### config.mk
export PLATFORM = sky130hd
export DESIGN_NAME = ahb_lite_cmd_master
export DESIGN_NICKNAME = d
export VERILOG_FILES = /design/src/rtl/ahb_pkg.sv /design/src/rtl/ahb_lite_cmd_master.sv
export SDC_FILE = /design/constraint.sdc
export NUM_CORES = 1
export LEC_CHECK = 0
export ABC_AREA = 0
export CAP_MARGIN = 15
export CELL_PAD_IN_SITES_DETAIL_PLACEMENT = 1
export CELL_PAD_IN_SITES_GLOBAL_PLACEMENT = 1
export CORE_MARGIN = 1
export CORE_UTILIZATION = 33
export DETAILED_ROUTE_END_ITERATION = 8
export PLACE_DENSITY = 0.81
export SYNTH_ARGS = -nofsm -noshare
export SYNTH_HDL_FRONTEND = slang
export SYNTH_SLANG_ARGS = --single-unit
### constraint.sdc
create_clock -name HCLK -period 1.8 [get_ports HCLK]
set_input_delay 0.18 -clock HCLK [delete_from_list [all_inputs] [get_ports HCLK]]
set_output_delay 0.18 -clock HCLK [all_outputs]
set_load 0.05 [all_outputs]
### src/rtl/ahb_pkg.sv
// Shared AHB-Lite encodings used by initiators and slaves in this codebase.
package ahb_pkg;

  typedef enum logic [1:0] {
    HTRANS_IDLE   = 2'b00,
    HTRANS_BUSY   = 2'b01,
    HTRANS_NONSEQ = 2'b10,
    HTRANS_SEQ    = 2'b11
  } htrans_e;

  typedef enum logic [2:0] {
    HSIZE_BYTE = 3'b000,
    HSIZE_HALF = 3'b001,
    HSIZE_WORD = 3'b010
  } hsize_e;

  localparam logic [2:0] HBURST_SINGLE = 3'b000;

  typedef enum logic {
    HRESP_OKAY  = 1'b0,
    HRESP_ERROR = 1'b1
  } hresp_e;

  // Sizes wider than the 32-bit bus are issued as word transfers.
  function automatic logic [2:0] clamp_size(input logic [2:0] s);
    return (s > 3'd2) ? HSIZE_WORD : s;
  endfunction

endpackage

### src/rtl/ahb_lite_cmd_master.sv
// AHB-Lite initiator: valid/ready command stream to pipelined single transfers,
// one response per command, with wait-state and two-cycle ERROR handling.
module ahb_lite_cmd_master
  import ahb_pkg::*;
#(
  parameter int unsigned AW        = 32,
  parameter logic [3:0]  HPROT_VAL = 4'b0011
) (
  input  logic          HCLK,
  input  logic          HRESETn,
  input  logic          cmd_valid,
  output logic          cmd_ready,
  input  logic [AW-1:0] cmd_addr,
  input  logic          cmd_write,
  input  logic [2:0]    cmd_size,
  input  logic [31:0]   cmd_wdata,
  output logic          rsp_valid,
  output logic [31:0]   rsp_rdata,
  output logic          rsp_err,
  output logic          busy,
  output logic [AW-1:0] HADDR,
  output logic [1:0]    HTRANS,
  output logic          HWRITE,
  output logic [2:0]    HSIZE,
  output logic [2:0]    HBURST,
  output logic [3:0]    HPROT,
  output logic          HMASTLOCK,
  output logic [31:0]   HWDATA,
  input  logic          HREADY,
  input  logic [31:0]   HRDATA,
  input  logic          HRESP
);

  logic          a_valid_q;
  logic [AW-1:0] a_addr_q;
  logic          a_write_q;
  logic [2:0]    a_size_q;
  logic [31:0]   a_wdata_q;

  logic          d_valid_q;
  logic          d_write_q;
  logic [31:0]   d_wdata_q;

  logic          rsp_valid_q, rsp_valid_d;
  logic [31:0]   rsp_rdata_q, rsp_rdata_d;
  logic          rsp_err_q,   rsp_err_d;

  logic err_now;
  logic accept;
  logic complete;
  logic handshake;

  // First ERROR cycle cancels the pending address phase; it is retried once the error completes.
  assign err_now   = d_valid_q & (HRESP == HRESP_ERROR);
  assign accept    = a_valid_q & HREADY & ~err_now;
  assign complete  = d_valid_q & HREADY;
  assign cmd_ready = ~a_valid_q | (HREADY & ~err_now);
  assign handshake = cmd_valid & cmd_ready;

  assign HADDR     = a_addr_q;
  assign HWRITE    = a_write_q;
  assign HSIZE     = a_size_q;
  assign HTRANS    = (a_valid_q & ~err_now) ? HTRANS_NONSEQ : HTRANS_IDLE;
  assign HWDATA    = d_wdata_q;
  assign HBURST    = HBURST_SINGLE;
  assign HPROT     = HPROT_VAL;
  assign HMASTLOCK = 1'b0;

  assign busy      = a_valid_q | d_valid_q;
  assign rsp_valid = rsp_valid_q;
  assign rsp_rdata = rsp_rdata_q;
  assign rsp_err   = rsp_err_q;

  always_ff @(posedge HCLK or negedge HRESETn) begin
    if (!HRESETn) begin
      a_valid_q <= 1'b0;
      a_addr_q  <= '0;
      a_write_q <= 1'b0;
      a_size_q  <= '0;
      a_wdata_q <= '0;
    end else if (handshake) begin
      a_valid_q <= 1'b1;
      a_addr_q  <= cmd_addr;
      a_write_q <= cmd_write;
      a_size_q  <= clamp_size(cmd_size);
      a_wdata_q <= cmd_wdata;
    end else if (accept) begin
      a_valid_q <= 1'b0;
    end
  end

  always_ff @(posedge HCLK or negedge HRESETn) begin
    if (!HRESETn) begin
      d_valid_q <= 1'b0;
      d_write_q <= 1'b0;
      d_wdata_q <= '0;
    end else if (accept) begin
      d_valid_q <= 1'b1;
      d_write_q <= a_write_q;
      d_wdata_q <= a_wdata_q;
    end else if (complete) begin
      d_valid_q <= 1'b0;
    end
  end

  always_comb begin
    rsp_valid_d = complete;
    rsp_err_d   = complete & HRESP;
    rsp_rdata_d = '0;
    if (complete && !d_write_q && HRESP == HRESP_OKAY) begin
      rsp_rdata_d = HRDATA;
    end
  end

  always_ff @(posedge HCLK or negedge HRESETn) begin
    if (!HRESETn) begin
      rsp_valid_q <= 1'b0;
      rsp_rdata_q <= '0;
      rsp_err_q   <= 1'b0;
    end else begin
      rsp_valid_q <= rsp_valid_d;
      rsp_rdata_q <= rsp_rdata_d;
      rsp_err_q   <= rsp_err_d;
    end
  end

endmodule
Yosys cells after proc, flatten, opt, wreduce, memory -nomap -nowiden
Index checks and enable logic that the tools add are counted.
{"block": "word_totals", "wordCells": 37, "out_inout_bits": 114, "ff_bits": 137}
{"block": "op_classes", "bitwise_logic": 13, "order_cmp": 1, "n_mux": 7, "reduce_logical": 5}
{"cell": "$mux 32", "count": 1}
{"cell": "$and 1x1->1", "count": 8}
{"cell": "$mux 1", "count": 4}
{"cell": "$reduce_bool 2->1", "count": 2}
{"cell": "$gt 3x2->1 const B", "count": 1}
{"cell": "$mux 3", "count": 1}
{"cell": "$not 1->1", "count": 3}
{"cell": "$logic_and 1x1->1", "count": 2}
{"cell": "$mux 2", "count": 1}
{"cell": "$or 1x1->1", "count": 2}
{"cell": "$logic_not 1->1", "count": 1}

Longest topological paths before layout
Gate-level depths: netlist of run 1.
{"block": "depth", "word_depth": 6, "depth_mapped": 5, "depth_no_buf": 3}

Least setup slack after synthesis of run 1
OpenSTA, ideal clock, no wires.
{"block": "synth_timing", "kind": "reg-to-reg", "start": "register d_valid_q", "end": "register d_wdata_q[10] (netlist: HWDATA[10])", "path_buffers": 1, "setup_slack_ns": -0.019, "path_stages_with_launch": 5, "t_arrival_ns": 1.694, "cell_sequence": "dfrtp_1 -> a21boi_2 -> nand2_1 -> buf_2 -> mux2_2"}
{"block": "synth_between", "elab_chain_cells": 3}
{"item": "start: declaration", "line": "ahb_lite_cmd_master.sv:40", "text": "logic d_valid_q;"}
{"item": "start signal: assignment", "line": "ahb_lite_cmd_master.sv:94", "text": "d_valid_q <= 1'b0;"}
{"item": "start signal: assignment", "line": "ahb_lite_cmd_master.sv:98", "text": "d_valid_q <= 1'b1;"}
{"item": "start signal: assignment", "line": "ahb_lite_cmd_master.sv:102", "text": "d_valid_q <= 1'b0;"}
{"item": "$and 1x1->1", "line": "ahb_lite_cmd_master.sv:54", "text": "assign err_now = d_valid_q & (HRESP == HRESP_ERROR);"}
{"item": "$not 1->1", "line": "ahb_lite_cmd_master.sv:55", "text": "assign accept = a_valid_q & HREADY & ~err_now;"}
{"item": "$and 1x1->1", "line": "ahb_lite_cmd_master.sv:55"}
{"item": "end signal: assignment", "line": "ahb_lite_cmd_master.sv:100", "text": "d_wdata_q <= a_wdata_q;"}
{"item": "end: declaration", "line": "ahb_lite_cmd_master.sv:42", "text": "logic [31:0] d_wdata_q;"}
No other way between the ends.
A chain may end at the register's enable or synchronous reset.

Worst setup path after layout of run 1
{"block": "layout_timing", "start": "register d_wdata_q[26] (netlist: HWDATA[26])", "end": "output HWDATA[26]"}
{"item": "end: declaration", "line": "ahb_lite_cmd_master.sv:28", "text": "output logic [31:0] HWDATA,"}
No word-level cell between the ends.

==> metrics.md, run 1 <==
| Metric | Value |
|---|---|
| Status | finished with violations |
| Failing checks | design-rule violations |
| Clock Tree Root | clkbuf_16 |
| Levels on crit path | 1 |
| Chip Height | 125 µm |
| Slew @ Worst Pin | 0.546 ns |
| Placement Rows | 44 |
| Initial antenna violation count | 0 |
| WL/cell | 17.3 µm |
| Period utilisation layout | 0.975 |
| Reg-to-Reg Start | d_valid_q |
| Global route total overflow | 0 |
| Post-Synth XOR/XNOR Area | 0 |
| CTS clk-pin slew, worst paths | 0.06 ns |
| First-pass GRT wire length | 20600 µm |
| 1st-pass router iterations | 8 |
| Die width | 125 µm |
| Nets | 641 |
| Vias | 3310 |
| Fraction of the mapped netlist area in simple logic gates | 0.0537 |
| Clock Skew | 0.00575 ns |
| MaxCap Viol Count | 0 |
| Max_slew headroom | 0.635 |
| RSZ-0062 raised after global routing | false |
| Worst-path cell with the longest stage delay | clkdlybuf4s50_1 |
| Global Route met2 Usage | 0.299 |
| Async SR Flop Fraction | 1.00 |
| Max-slew violations | 0 |
| Port Buffer Count | 209 |
| Synth Area in Adders | 0 |
| Post-synth EDFFs | 0 |
| Post-CTS Setup Inserts | 0 |
| I/O pin total | 219 |
| Setup CP Type | reg -> out |
| Crit path DAT | 1.57 ns |
| Final hold viol count | 0 |
| Top cells by area, synth | dfrtp_1 (68%), mux2_2 (18%), mux2_1 (4.3%), and2_1 (4.2%), buf_4 (1.5%) |
| LEAKAGE | 3.68 nW |
| Antenna viol nets, final | 0 |
| Worst Hold Class | in -> async |
| Most used routing layer | met2 |
| Layout cell share with drive strength beyond 1 | 0.237 |
| Global-route usage over all layers | 0.173 |
| Clock sinks | 137 |
| Largest family of logic cells by synthesized area | multiplexers |
| CP top delay family | buffers and inverters |
| Final Util | 0.548 |
| CP Launch Type | register |
| Initial DRC count | 153 |
| DIE AREA | 15700 µm² |
| CP endpoint | HWDATA[26] |
| Crit path buf inv count | 1 |
| PD cells | 1380 nW/µm² |
| CP Data Required Time | 1.62 ns |
| Via density | 4.52 |
| Largest net degree at the start of global routing | 60 |
| Maximum vdd drop | 0.000767 V |
| Seq/Total Area, Yosys | 0.682 |
| Top FF cell, synth | dfrtp_1 |
| Fmax | 570 MHz |
| Post-synthesis mux area share | 0.224 |
| Final Total Pwr | 11.1 mW |
| FF-to-FF path depth | 4 |
| Slowest cell delay on critical path | 0.81 ns |
| Seq cells post-synth | 137 |
| Area of the mapped netlist | 5030 µm² |
| Grt met1 use | 0.191 |
| Synth top area share | 0.682 |
| N_diodes | 0 |
| Synthesis warning total | 0 |
| Cell taking the most area after synthesis | dfrtp_1 |
| CP Cell Sequence | clkdlybuf4s50_1 |
| TritonCTS clock tree | yes |
| CP endpoint kind | output pin |
| Vias in the first global route | 3744 |
| Average cell area after synthesis | 16.2 µm² |
| Post-Synthesis Cells | 311 |
| DP Worst Slack | -0.0404 ns |
| Most frequent cell after synthesis | dfrtp_1 |
| Setup Viol. Count Final | 0 |
| Core footprint | 14700 µm² |
| Synth unique cells | 20 |
| CP max FO | 2 |
| Detail Placement HPWL | 9170 µm |
| Worst Slack Setup Final | 0.0455 ns |
| Clock Path Buffers | 2 |
| Complex-gate fraction of the synthesized area | 0.00896 |
| Top cells by count, synth | dfrtp_1 (137), mux2_2 (81), and2_1 (34) |
| Worst flop-to-flop path endpoint | HADDR[17] |
| Clock Latency Late Sink | 0.41 ns |
| RD Place Congestion | 0.715 |
| Initial Util | 0.342 |
| Reg2reg setup slack | 0.12 ns |
| H-tree Lvls | 4 |
| Met3 usage | 0.0792 |
| Final Critical Period | 1.75 ns |
| Worst hold slack | 0.258 ns |
| CTS Buf Count | 17 |
| DRC | 18 |
| Critical Path Source | HWDATA[26] |
| Drt total wl | 12700 µm |
| Layout overhead on the synthesized area | 60.2% |
==> metrics by stage <==
stage          cells  cell area, µm²  setup TNS (ns)
6_report         733            8060               0
4_1_cts          733            8000               0
3_5_place_dp     700            7430           -1.56
3_3_place_gp     700            7430         -0.0827
2_1_floorplan    318            5060               0
5_1_grt          733            8060               0
==> power by group <==
group / total, mW / internal [mW] / switching (mW)
registers: 4.01 / 3.69 / 0.318
clock network: 3.34 / 2.10 / 1.24
logic: 3.76 / 1.47 / 2.30
==> cell usage in the layout, fill, tap and decap left out, types with 2 or more instances in the layout <==
cell / Yosys / routed
and2_1: 34 / 34
buf_12: 0 / 9
buf_4: 10 / 6
bufinv_16: 0 / 2
clkbuf_1: 3 / 5
clkbuf_16: 0 / 17
clkbuf_8: 0 / 2
clkdlybuf4s50_1: 0 / 179
clkinv_2: 0 / 4
clkinvlp_4: 0 / 2
conb_1: 2 / 9
dfrtp_1: 137 / 137
dlygate4sd2_1: 0 / 3
dlymetal6s2s_1: 0 / 22
inv_1: 2 / 2
mux2_1: 19 / 19
mux2_2: 81 / 81
nand2_1: 4 / 3
or2_2: 2 / 2
==> layout make-up <==
| class | instances | area, µm² |
|---|---|---|
| flip-flops and latches | 137 | 3430 |
| multi-input cells | 157 | 1490 |
| clock inverters | 8 | 95.1 |
| repair buffers | 221 | 2340 |
| clock buffers | 24 | 472 |
| fillers | 1407 | 6640 |
| well taps | 184 | 230 |
| inverters | 2 | 7.51 |
==> metal layers <==
layer,vias up,part of all wire
met5,-,0
met1,1670,0.38
li1,1481,-
met3,11,0.092
met4,0,0.0097
met2,148,0.52
==> worst min path at each step <==
stage	from	endpoint	slack, ns
after global routing	HRESETn	a_wdata_q[11]	0.28
final	HRESETn	HADDR[24]	0.26
after global placement	HRESETn	HADDR[24]	0.10
after CTS	HRESETn	a_wdata_q[11]	0.26
after detailed placement	HRESETn	HADDR[26]	0.11
after floorplan	HRESETn	HADDR[0]	-0.12
==> sequential cells by signal, summed over array words and instances, names as in the netlist <==
register,count
d_valid_q,1
HSIZE,3
HADDR,32
a_wdata_q,32
a_valid_q,1
HWDATA,32
rsp_rdata,32
HWRITE,1
rsp_valid,1
rsp_err,1
d_write_q,1
==> logic make-up after synthesis <==
logic type / Yosys count
other: 2
flip-flops: 137
buffers and inverters: 24
AND/OR/NAND/NOR: 44
multiplexers: 100
AO/OA/AOI/OAI: 4
==> timing repair <==
item	in CTS	in global routing
resized for setup	3	22
endpoints found under the setup margin	3	22
endpoints found under the hold margin	36	0
hold buffers	1	0
pin swaps	0	0
No activity file was read; power rests on OpenSTA's default activity.
==> inputs of run 2 (changes only) <==
--- a/config.mk
+++ b/config.mk
@@ -5,12 +5,12 @@
 export SDC_FILE = /design/constraint.sdc
 export NUM_CORES = 1
 export LEC_CHECK = 0
-export ABC_AREA = 0
 export CAP_MARGIN = 15
 export CELL_PAD_IN_SITES_DETAIL_PLACEMENT = 1
 export CELL_PAD_IN_SITES_GLOBAL_PLACEMENT = 1
 export CORE_MARGIN = 1
 export CORE_UTILIZATION = 33
+export CTS_CLUSTER_DIAMETER = 100
 export DETAILED_ROUTE_END_ITERATION = 8
 export PLACE_DENSITY = 0.81
 export SYNTH_ARGS = -nofsm -noshare
==> results of run 2 <==
Final layout, timing and power as in run 1 (identical DEF).
==> inputs of run 3 (changes only) <==
--- a/config.mk
+++ b/config.mk
@@ -5,14 +5,14 @@
 export SDC_FILE = /design/constraint.sdc
 export NUM_CORES = 1
 export LEC_CHECK = 0
-export CAP_MARGIN = 15
+export ABC_AREA = 1
 export CELL_PAD_IN_SITES_DETAIL_PLACEMENT = 1
 export CELL_PAD_IN_SITES_GLOBAL_PLACEMENT = 1
 export CORE_MARGIN = 1
-export CORE_UTILIZATION = 33
+export CORE_UTILIZATION = 31
 export CTS_CLUSTER_DIAMETER = 100
 export DETAILED_ROUTE_END_ITERATION = 8
-export PLACE_DENSITY = 0.81
+export PLACE_DENSITY = 0.82
 export SYNTH_ARGS = -nofsm -noshare
 export SYNTH_HDL_FRONTEND = slang
 export SYNTH_SLANG_ARGS = --single-unit
==> run 3 against run 2 <==
Against the previous run:
- the flow now finishes without violations
- combinational power grew 5.3%
- worst setup slack lost 0.023 ns
- worst hold slack lost 0.076 ns
- clock skew is essentially flat
- critical path depth is the same
- non-clock buffer count grew 4
- total power grew 9.3%
- global-route usage grew 1.1 points
- critical path type unchanged
==> metrics.md, run 3 <==
| Metric | Value |
|---|---|
| Clock sinks | 137 (unchanged) |
| PD cells | 1440 nW/µm² (+4.5%) |
| Global-route usage over all layers | 0.184 (+0.0114) |
| Via density | 4.36 (-3.5%) |
| DIE AREA | 17600 µm² (+12%) |
| CTS Buf Count | 17 (unchanged) |
| Worst Slack Setup Final | 0.0223 ns (-0.0232 ns) |
| Clock Tree Root | clkbuf_16 |
| CP max FO | 2 (unchanged) |
| Die width | 133 µm (+5.7%) |
| CP endpoint kind | output pin |
| Seq cells post-synth | 137 (unchanged) |
| Global route total overflow | 0 (unchanged) |
| Setup Viol. Count Final | 0 (unchanged) |
| Most frequent cell after synthesis | nand2_1 |
| H-tree Lvls | 4 (unchanged) |
| Initial antenna violation count | 1 (+1) |
| WL/cell | 15.7 µm (-9.4%) |
| Critical Path Source | HADDR[8] |
| Post-synth EDFFs | 0 (unchanged) |
| Synth Area in Adders | 0 (unchanged) |
| Reg2reg setup slack | 0.41 ns (+0.29 ns) |
| Reg-to-Reg Start | d_valid_q |
| Vias | 4404 (+33%) |
| CP top delay family | buffers and inverters |
| Core footprint | 16600 µm² (+13%) |
| Antenna viol nets, final | 0 (unchanged) |
| Maximum vdd drop | 0.000711 V (-7.3%) |
| CP Launch Type | register |
| Clock Latency Late Sink | 0.41 ns (about the same) |
| Area of the mapped netlist | 5290 µm² (+5.2%) |
| Layout overhead on the synthesized area | 59.5% |
| Detail Placement HPWL | 10800 µm (+17%) |
| Seq/Total Area, Yosys | 0.648 (-0.0335) |
| Final hold viol count | 0 (unchanged) |
| Status | completed |
| Final Critical Period | 1.78 ns (+0.0232 ns) |
| Post-Synth XOR/XNOR Area | 0 (unchanged) |
| I/O pin total | 219 (unchanged) |
| Nets | 882 (+38%) |
| DP Worst Slack | 0.141 ns (+0.182 ns) |
| Setup CP Type | reg -> out |
| Top FF cell, synth | dfrtp_1 |
| First-pass GRT wire length | 25000 µm (+21%) |
| Synthesis warning total | 0 (unchanged) |
| Average cell area after synthesis | 9.33 µm² (-42%) |
| CP Data Required Time | 1.62 ns (about the same) |
| TritonCTS clock tree | yes |
| Chip Height | 133 µm (+5.7%) |
| Cell taking the most area after synthesis | dfrtp_1 |
| Complex-gate fraction of the synthesized area | 0.0345 (+0.0256) |
| RSZ-0062 raised after global routing | false |
| Commonest cells after routing, fill and taps aside | nand2_1 (172), clkdlybuf4s50_1 (163), dfrtp_1 (137), inv_1 (72), nand3_1 (67) |
| Synth unique cells | 16 (-20%) |
| Worst-path cell with the longest stage delay | clkdlybuf4s50_1 |
| Vias in the first global route | 4668 (+25%) |
| Initial Util | 0.318 (-0.0243) |
| Clock Skew | 0.00535 ns (-0.000400 ns) |
| Crit path buf inv count | 1 (unchanged) |
| LEAKAGE | 4.52 nW (+23%) |
| CTS clk-pin slew, worst paths | 0.06 ns (about the same) |
| DRC | 0 (-18) |
| Initial DRC count | 123 (-20%) |
| Top cells by count, synth | nand2_1 (173), dfrtp_1 (137), inv_1 (72) |
| RD Place Congestion | 0.727 (+1.7%) |
| Drt total wl | 15800 µm (+25%) |
| Crit path DAT | 1.60 ns (+0.03 ns) |
| Clock Path Buffers | 2 (unchanged) |
| Worst flop-to-flop path endpoint | a_wdata_q[7] |
| Layout cell share with drive strength beyond 1 | 0.0772 (-0.160) |
| MaxCap Viol Count | 0 (unchanged) |
| FF-to-FF path depth | 6 (+2) |
| Max_slew headroom | 0.626 (-0.00966) |
| Placement Rows | 47 (+6.8%) |
| Setup TNS | 0 ns (unchanged) |
| Top cells by area, synth | dfrtp_1 (65%), nand2_1 (12%), nand3_1 (6.4%), inv_1 (5.1%), o21ai_0 (3.2%) |
| Hold worst-path end | a_wdata_q[28] |
| Largest family of logic cells by synthesized area | simple AND/OR/NAND/NOR gates |
| Final Total Pwr | 12.1 mW (+9.3%) |
| Post-Synthesis Cells | 567 (+82%) |
| Port Buffer Count | 209 (unchanged) |
| Fmax | 563 MHz (-1.3%) |
| Synth top area share | 0.648 (-0.0335) |
| Slew @ Worst Pin | 0.561 ns (+0.0154 ns) |
| Slowest cell delay on critical path | 0.82 ns (about the same) |
| Period utilisation layout | 0.988 (+0.0129) |
| Largest net degree at the start of global routing | 57 (-5.0%) |
| CP Cell Sequence | clkdlybuf4s50_1 |
| Post-synthesis mux area share | 0 (-0.224) |
| 1st-pass router iterations | 4 (-4) |
| Max-slew violations | 0 (unchanged) |
| Hold path depth | 4 |
| Async SR Flop Fraction | 1.00 (unchanged) |
| Most common cell after layout, fill and taps aside | nand2_1 |
| Hold path startpoint | cmd_valid |
| Worst Hold Class | in -> reg |
| Fraction of the mapped netlist area in simple logic gates | 0.217 (+0.164) |
run 3: cell families after synthesis:
group,after synthesis
simple gates,279
flops,137
buf+inv,113
compound gates,36
other cells,2
run 3: routing by layer:
metal / vias up / global-route usage / share of wire / routed length, µm
li1: 2125 / - / - / -
met1: 2135 / 0.212 / 0.41 / 6410
met2: 125 / 0.325 / 0.53 / 8310
met3: 19 / 0.0475 / 0.049 / 781
met4: 0 / 0.0760 / 0.020 / 322
met5: - / 0 / 0 / 0
run 3: worst max path at each step:
| stage | end | slack (ns) | cells past startpoint |
|---|---|---|---|
| final | HADDR[8] | 0.02 | 1 |
| after global routing | HADDR[24] | 0.0002 | 1 |
| after floorplan | HTRANS[1] | 0.41 | 2 |
| after CTS | HADDR[22] | 0.00009 | 1 |
| after global placement | a_wdata_q[8] | 0.20 | 7 |
| after detailed placement | a_wdata_q[7] | 0.14 | 7 |
run 3: area by class of cell:
| class | count | area, µm² |
|---|---|---|
| fill | 1847 | 8210 |
| sequential | 137 | 3430 |
| timing repair buffer | 225 | 2370 |
| multi-input combinational | 324 | 1380 |
| clock buffer | 20 | 457 |
| tap | 220 | 275 |
| inverter | 72 | 270 |
| clock inverter | 12 | 244 |
| antenna | 1 | 2.50 |
run 3: per-stage QoR:
| stage | instance area [µm²] | cells | hold slack (ns) | utilization |
|---|---|---|---|---|
| 2_1_floorplan | 5320 | 574 | -0.116 | - |
| 3_5_place_dp | 7630 | 976 | 0.0545 | 0.459 |
| 3_3_place_gp | 7630 | 976 | 0.0618 | 0.459 |
| 6_report | 8430 | 1011 | 0.182 | 0.507 |
| 4_1_cts | 8360 | 1010 | 0.165 | 0.502 |
| 5_1_grt | 8430 | 1011 | 0.182 | 0.507 |
run 3: power by group:
group / leakage [nW] / total (mW) / internal, mW / switching (mW)
registers: 1.75 / 4.07 / 3.70 / 0.373
logic: 2.43 / 3.96 / 1.30 / 2.66
clock network: 0.336 / 4.12 / 2.81 / 1.31
total: 4.52 / 12.1 / 7.80 / 4.35
run 3: repair_timing:
| action | in CTS | in global routing |
|---|---|---|
| gates resized for setup | 12 | 26 |
| hold endpoints to repair | 137 | 0 |
| hold buffers | 1 | 0 |
| pin swaps | 0 | 0 |
| cloned | 1 | 0 |
| setup endpoints to repair | 13 | 25 |
| setup buffers | 0 | 0 |
==> variant: new RTL, settings of run 2 <==
Change the parameter `AW` from 32 to 16.
--- a/src/rtl/ahb_lite_cmd_master.sv
+++ b/src/rtl/ahb_lite_cmd_master.sv
@@ -4,5 +4,5 @@
   import ahb_pkg::*;
 #(
-  parameter int unsigned AW        = 32,
+  parameter int unsigned AW        = 16,
   parameter logic [3:0]  HPROT_VAL = 4'b0011
 ) (
Interface: changed (resized HADDR and cmd_addr); port bits go from 219 to 187. No check against the original RTL was run, so the function may have changed too.
==> variant against run 2 <==
  * Worst setup slack gained 4.6 ps
  * First-iteration DRC count shrank 56%
  * Sequential cell count shrank 16
  * Wire length shrank 14%
  * Hold slack lost 61 ps
  * Die area shrank 9.6%
  * Clock power grew 8.1%
  * Power shrank 5.9%
  * Cell area shrank 9.8%
  * Synthesized area shrank 9.7%
  * Synthesized cell count shrank 11%
==> variant: results (changes against run 2) <==
| Metric | Value |
|---|---|
| Final #Nets | `563 (-12%)` |
| Commonest cells in the netlist | `dfrtp_1 (121), mux2_2 (64), and2_1 (34)` |
| CTS buffer count | `17 (unchanged)` |
| Vias per cell | `4.41 (-2.4%)` |
| Top post-synthesis cells by area | `dfrtp_1 (67%), mux2_2 (16%), mux2_4 (6.6%)` |
| Post-route non-filler standard cell count | `663 (-9.5%)` |
| M3 GR Usage | `0.0852 (+0.00609)` |
| Vias in the first global route | `3342 (-11%)` |
| Wire per inst | `16.5 µm (-4.4%)` |
| Clock latency on the worst-skew pair | `410 ps (about the same)` |
| 1st-pass router iterations | `4 (-4)` |
| ANT cells | `0 (unchanged)` |
| Multiplexer share of the synthesized area | `0.225 (+0.000981)` |
| Overall routing resource usage | `0.166 (-0.00710)` |
| Initial antenna violation count | `0 (unchanged)` |
| Input/output buffers | `177 (-15%)` |
| Worst hold path type | `input pin to asynchronous set/reset pin` |
| VDD IR max | `0.000631 V (-18%)` |
| Hpwl dp | `7930 µm (-14%)` |
| # fillers | `1304 (-7.3%)` |
| Worst reg2reg startpoint | `a_valid_q` |
| DR top layer | `met4` |
| Placement Setup Slack | `-34.5 ps (+5.88 ps)` |
| Yosys warns | `0 (unchanged)` |
| Sequential area share after synthesis | `0.667 (-0.0147)` |
| Met2 usage | `0.277 (-0.0214)` |
| Final ANT Viol Nets | `0 (unchanged)` |
| Skew final | `6.37 ps (+0.620 ps)` |
| FFs w/ async S/R, synth | `1.00 (unchanged)` |
| Initial DRC count | `67 (-56%)` |
| Compound-Gate Fraction of Synth Area | `0.0102 (+0.00124)` |
| Largest net degree at the start of global routing | `47 (-22%)` |
| CTS max path bufs | `2 (unchanged)` |
| Clock Pin Slew Worst Setup and Hold Paths | `50 ps` |
| M1 WL | `4150 µm (-14%)` |
| Crit path max fanout | `2 (unchanged)` |
| Placed Area | `6610 µm² (-11%)` |
| Fraction of layout cells with a size suffix above 1 | `0.285 (+0.0486)` |
| Syn Area/Cell | `16.4 µm² (+1.4%)` |
| Placed instance count | `630 (-10%)` |
| Global-route wire length before repair | `17700 µm (-14%)` |
| Adder-cell share of the synthesized area | `0 (unchanged)` |
| Leakage | `3.33 nW (-9.6%)` |
| Worst slew margin | `0.636 (about the same)` |
| Root Buffer | `clkbuf_16` |
| Synth unique cells | `21 (+5.0%)` |
| Status | `complete, no violations` |
| RD Place Congestion | `0.719 (+0.63%)` |
| Met3 routed WL | `1190 µm (+1.9%)` |
| Met2 wire len | `5480 µm (-16%)` |
| H-Tree Depth | `4 (unchanged)` |
| Met1 Resource Use GR | `0.175 (-0.0153)` |
| Worst Setup SP | `HWDATA[30]` |
-- variant: cell types whose count changed after synthesis, sizes merged --
cell / before / now
dfrtp: 137 / 121
buf: 19 / 17
mux2: 100 / 84
-- variant: timing repair --
action | 4_1_cts | 5_1_grt
hold buffers | 1 | 0
cloned | 0 | 0
endpoints found under the hold margin | 97 | 0
setup endpoints to repair | 6 | 10
gates resized for setup | 6 | 10
-- variant: layout make-up --
cell class,instances,area (µm²),share of cell area
clock inverter,13,201,0.0277
multi-input combinational,141,1380,0.190
sequential,121,3030,0.416
inverter,2,7.51,0.00103
timing repair buffer,191,2000,0.275
clock buffer,19,433,0.0595
tap,176,220,0.0303
-- variant: worst paths after layout --
| kind | end | slack [ps] | cells after the start |
|---|---|---|---|
| min in group HCLK | rsp_rdata[18] | 330 | 2 |
| hold / removal | HWDATA[2] | 200 | 2 |
| setup reg to reg | HADDR[9] | 140 | 4 |
| hold reg to reg | HSIZE[2] | 480 | 1 |
| max in group asynchronous | rsp_rdata[24] | 1010 | 3 |
| setup / recovery | HWDATA[30] | 50 | 1 |
-- variant: power breakdown --
group | internal (mW) | leakage (nW) | total [mW] | switching (mW)
registers | 3.26 | 1.49 | 3.54 | 0.279
logic | 1.34 | 1.54 | 3.30 | 1.96
clock network | 2.44 | 0.303 | 3.61 | 1.17
-- variant: cells by family (layout without fill, tap and decap cells) --
logic type	after synthesis	in the layout
DFF	121	121
buffers and inverters	22	225
other	2	9
muxes	84	84
AOI/OAI and AO/OA	4	4
and+or+nand+nor	44	44
-- variant: worst reg2reg max path, delay by kind of cell, from the launching register on --
family	cells	cell delay [ps]
buffers and inverters	1	260
and+or+nand+nor	1	260
muxes	1	390
AOI/OAI and AO/OA	1	220
DFF	1	420
